$ cat src/rtl/exmem_skid_buffer.sv
// EX/MEM pipeline register with a ready/valid handshake on both sides.
// A 2-entry skid, a synchronous flush for branch squash and a saturating stall counter.
module exmem_skid_buffer #(
    parameter int DATA_W = 32,
    parameter int REG_W  = 5,
    parameter int CTRL_W = 4,
    parameter int CNT_W  = 16
) (
    input  logic              clk,
    input  logic              rst_n,
    input  logic              flush,
    input  logic              inValid,
    output logic              inReady,
    input  logic [DATA_W-1:0] inAdder,
    input  logic              inZf,
    input  logic [DATA_W-1:0] inOutAlu,
    input  logic [DATA_W-1:0] inRD2,
    input  logic [REG_W-1:0]  inMux5b,
    input  logic [CTRL_W-1:0] inCtrl,
    output logic              outValid,
    input  logic              outReady,
    output logic [DATA_W-1:0] outAdder,
    output logic              outZf,
    output logic [DATA_W-1:0] outOutAlu,
    output logic [DATA_W-1:0] outRD2,
    output logic [REG_W-1:0]  outMux5b,
    output logic [CTRL_W-1:0] outCtrl,
    output logic [CNT_W-1:0]  stallCount
);

    localparam int PAY_W = 3 * DATA_W + REG_W + CTRL_W + 1;
    localparam logic [CNT_W-1:0] CNT_ONE = CNT_W'(1);
    localparam logic [CNT_W-1:0] CNT_MAX = {CNT_W{1'b1}};

    // Bit 0 is the main-register valid and bit 1 the skid valid, so both handshake flags come straight from flops.
    typedef enum logic [1:0] {
        EMPTY = 2'b00,
        HALF  = 2'b01,
        FULL  = 2'b11
    } state_t;

    state_t            state;
    state_t            stateNext;
    logic [PAY_W-1:0]  inPay;
    logic [PAY_W-1:0]  mainPay;
    logic [PAY_W-1:0]  skidPay;
    logic [CNT_W-1:0]  stallCnt;
    logic              skidValid;
    logic              accept;
    logic              deliver;
    logic              loadMain;
    logic              mainFromSkid;
    logic              loadSkid;

    assign inPay     = {inAdder, inZf, inOutAlu, inRD2, inMux5b, inCtrl};
    assign outValid  = state[0];
    assign skidValid = state[1];
    assign inReady   = ~skidValid;
    assign accept    = inValid & inReady;
    assign deliver   = outValid & outReady;

    assign {outAdder, outZf, outOutAlu, outRD2, outMux5b, outCtrl} = mainPay;
    assign stallCount = stallCnt;

    // Next-state and register-load decode; flush overrides every transition.
    always_comb begin
        stateNext    = state;
        loadMain     = 1'b0;
        mainFromSkid = 1'b0;
        loadSkid     = 1'b0;
        if (flush) begin
            stateNext = EMPTY;
        end else begin
            case (state)
                EMPTY: begin
                    if (accept) begin
                        loadMain  = 1'b1;
                        stateNext = HALF;
                    end else begin
                        stateNext = EMPTY;
                    end
                end
                HALF: begin
                    if (accept && deliver) begin
                        loadMain  = 1'b1;
                        stateNext = HALF;
                    end else if (accept) begin
                        loadSkid  = 1'b1;
                        stateNext = FULL;
                    end else if (deliver) begin
                        stateNext = EMPTY;
                    end else begin
                        stateNext = HALF;
                    end
                end
                FULL: begin
                    if (deliver) begin
                        mainFromSkid = 1'b1;
                        stateNext    = HALF;
                    end else begin
                        stateNext = FULL;
                    end
                end
                default: begin
                    stateNext = EMPTY;
                end
            endcase
        end
    end

    // State register.
    always_ff @(posedge clk or negedge rst_n) begin
        if (!rst_n) begin
            state <= EMPTY;
        end else begin
            state <= stateNext;
        end
    end

    // Payload registers; contents are left untouched by flush.
    always_ff @(posedge clk or negedge rst_n) begin
        if (!rst_n) begin
            mainPay <= {PAY_W{1'b0}};
            skidPay <= {PAY_W{1'b0}};
        end else begin
            if (loadMain) begin
                mainPay <= inPay;
            end else if (mainFromSkid) begin
                mainPay <= skidPay;
            end
            if (loadSkid) begin
                skidPay <= inPay;
            end
        end
    end

    // Saturating count of cycles where a held beat is refused downstream.
    always_ff @(posedge clk or negedge rst_n) begin
        if (!rst_n) begin
            stallCnt <= {CNT_W{1'b0}};
        end else if (outValid && !outReady && !flush && (stallCnt != CNT_MAX)) begin
            stallCnt <= stallCnt + CNT_ONE;
        end
    end

endmodule

$ cat config.mk
export PLATFORM = sky130hd
export DESIGN_NAME = exmem_skid_buffer
export DESIGN_NICKNAME = d
export VERILOG_FILES = /design/src/rtl/exmem_skid_buffer.sv
export SDC_FILE = /design/constraint.sdc
export NUM_CORES = 1
export LEC_CHECK = 0
export BUFFER_PORTS_ARGS = -buffer_cell sky130_fd_sc_hd__clkbuf_2
export CORE_ASPECT_RATIO = 1.2
export CORE_MARGIN = 4
export CORE_UTILIZATION = 48
export CTS_BUF_LIST = sky130_fd_sc_hd__clkbuf_16
export DETAILED_ROUTE_END_ITERATION = 16
export GPL_ROUTABILITY_DRIVEN = 0
export PLACE_DENSITY = 0.8
export SLEW_MARGIN = 20
export SYNTH_ARGS = -nofsm -noshare
export SYNTH_HDL_FRONTEND = slang
export SYNTH_SLANG_ARGS = --single-unit
$ cat constraint.sdc
create_clock -name clk -period 1.61 [get_ports clk]
set_input_delay 0.161 -clock clk [delete_from_list [all_inputs] [get_ports clk]]
set_output_delay 0.161 -clock clk [all_outputs]
set_load 0.05 [all_outputs]
==> flow_summary.ini <==
[outcome]
status = complete, no violations

[worst_setup_path]
cpLargestDelayFamily = buffers and inverters
crit_path_end_kind = register
cp.depth = 6
start_kind = register
reg2reg_slack_ns = 0.002
slowest_delay_ns = 0.41
cp_max_fo = 53
cpMaxStageDelayCell = dfrtp_1
crit_required_ns = 2.00
crit_type = register to register
crit_chain = inv_2 > nor4b_4 > buf_4 > nor2_4 > buf_12 > a21o_1
cp_data_arrival_time_ns = 2.00
rr_worst_depth = 6
path_buf_inv = 3

[timing]
skew_ns = 0.00848
setup_viol = 0
post-route-min-period_ns = 1.61
finalHoldViolations = 0
max_slew_margin = 0.708
finalMaxSlewViolations = 0
setup_ws_ns = 0.00165
rsz0062_at_grt = true
max_slew.worst_pin.slew_ns = 0.437
fin_crit_sh = 0.999
fmaxAchievable_mhz = 622

[die]
initial_utilization = 0.493
design.portCount = 235
core_um2 = 19000
die_y_um = 161
dieArea_um2 = 21800
fp.dieW_um = 135
rows = 55

[finish]
area_delta_synth_final_pct = 42.6
final_core_util = 0.703
drive_above_1_share = 0.437
n_fill_cell = 1246
final_nets = 1146

[worst_hold_path]
hold_depth = 3
hold_path.class = input port to register

[placed_design]
hpwl_um = 14700
place_ws_ns = 0.00405
port_buffers = 234

[clock_tree]
cts_tree = done
clk_latency_ns = 0.50
root_buffer = clkbuf_16
clk_path_buf_depth = 3
cts_inserted_buffers = 24
path_clk_slew_ns = 0.06
cts-htree-levels = 1
clock-sinks = 230

[drt]
vias = 7132
ant_nets = 0
postRouteWirelength_um = 25500
drc = 0
drt_pass1_iterations = 4
vias_per_cell = 5.45
drt_iter0_drc = 248
avgRoutedWirePerCell_um = 19.5

[global_route]
grt_pass1_vias = 7712
track_usage = 0.222
grt-ovfl-total = 0
antenna_found_initial = 1
grt_start_max_net_pins = 54
grt_pass1_wl_um = 39500

[synthesis]
yosysUniqueCellTypes = 33
yosys.area.top_type_share = 0.615
seq_area_frac_synth = 0.615
synth_warnings = 0
synth_seq_cells = 230
avgSynthCellArea_um2 = 14.1
synthCells = 663
netlist_area_um2 = 9360
yosysTopAreaCell = dfrtp_1
async_flop_share = 1.00
synth-main-ff-cell = dfrtp_1
synth_fp_nets = 775
synth_area_leaders = dfrtp_1, mux2_2, a22o_1
synth_edf_count = 0

[power_and_ir_drop]
cellLeakagePower_nw = 6.96
powerDensity_nw_per_um2 = 1340
vdd_drop_max_v = 0.00118

[run]
drv_cap = 0
[stage by stage]
stage / power, mW / setup TNS, ns / cell area [um^2] / instances / hold slack, ns
6_report: 17.9 / 0 / 13300 / 1309 / 0.0827
5_1_grt: 18.7 / -5.37 / 13300 / 1309 / 0.0804
4_1_cts: 18.0 / 0 / 13200 / 1298 / 0.0318
3_5_place_dp: 11.8 / 0 / 11200 / 1145 / 0.111
3_3_place_gp: 11.6 / 0 / 11200 / 1145 / 0.110
2_1_floorplan: 10.5 / -7.05 / 9530 / 663 / -0.135
[logic make-up (layout without fill, tap and decap cells)]
family	Yosys count	in the layout	synth area share
flops	230	230	0.615
compound gates	214	214	0.185
mux	111	111	0.133
buf+inv	48	437	0.0230
simple gates	46	46	0.0309
xor+xnor	13	13	0.0122
fa+ha+maj	1	1	0.00134
other cells	0	1	0
[cell usage after synthesis (3+ instances only)]
cell type	count
dfrtp_1	230
mux2_2	108
a21o_1	104
a22o_1	104
buf_2	28
clkbuf_1	14
nor2_1	11
xor2_1	11
nand3_1	7
nand2_1	6
nand4_1	5
nor3_1	4
buf_1	3
mux2i_1	3
[worst register-to-register path, delay by kind of cell (launching register included)]
kind	cells	cell delay, ns
AO/OA/AOI/OAI	1	0.27
buffers and inverters	3	0.49
flip-flops	1	0.41
AND/OR/NAND/NOR	2	0.31
[metal layers]
| metal | vias up | part of all wire | global-route usage |
|---|---|---|---|
| met5 | - | 0 | 0 |
| met4 | 0 | 0.026 | 0.0678 |
| met3 | 54 | 0.070 | 0.0452 |
| met2 | 297 | 0.52 | 0.387 |
| met1 | 3566 | 0.38 | 0.277 |
| li1 | 3215 | - | - |
[report_power, final]
group	switching (mW)	internal, mW	leakage (nW)
registers	0.707	6.95	2.83
clock network	2.28	3.62	0.414
logic	2.73	1.59	3.72
total	5.72	12.2	6.96
[cells in the final DEF, fill, tap and decap left out, drive strengths merged, types with 6 or more instances in the layout]
master,instances
nor2,11
nand3,7
dlygate4sd3,109
nand2,6
a22o,104
clkinv,11
xor2,11
mux2,108
a21o,104
buf,46
clkbuf,260
dfrtp,230
[sequential cells by signal, indices dropped and copies added (netlist names)]
signal / flops
mainPay: 106
state: 2
skidPay: 106
stallCount: 16
[what timing repair did]
item	CTS	global route
pin swaps	2	5
setup buffers	0	6
hold endpoints to repair	440	0
gates resized for setup	2	12
setup endpoints to repair	2	172
cloned	0	4
hold buffers	109	0
[final timing paths]
kind / endpoint / start
max: mainPay[35] / state[1]
min: state[1] / outReady
max reg2reg: mainPay[35] / state[1]
min reg2reg: mainPay[82] / mainPay[82]
max in group asynchronous: stallCount[14] / rst_n
min in group asynchronous: mainPay[46] / rst_n
[area by class of cell]
type                       instances  area (um^2)  area share
inverter                           3         11.3    0.000844
tap                              256          320      0.0240
timing repair buffer             390         2900       0.217
antenna                            1         2.50    0.000187
sequential                       230         5770       0.433
clock buffer                      25          626      0.0469
multi-input combinational        385         3490       0.262
clock inverter                    19          224      0.0168
No activity file was read; power rests on OpenSTA's default activity.
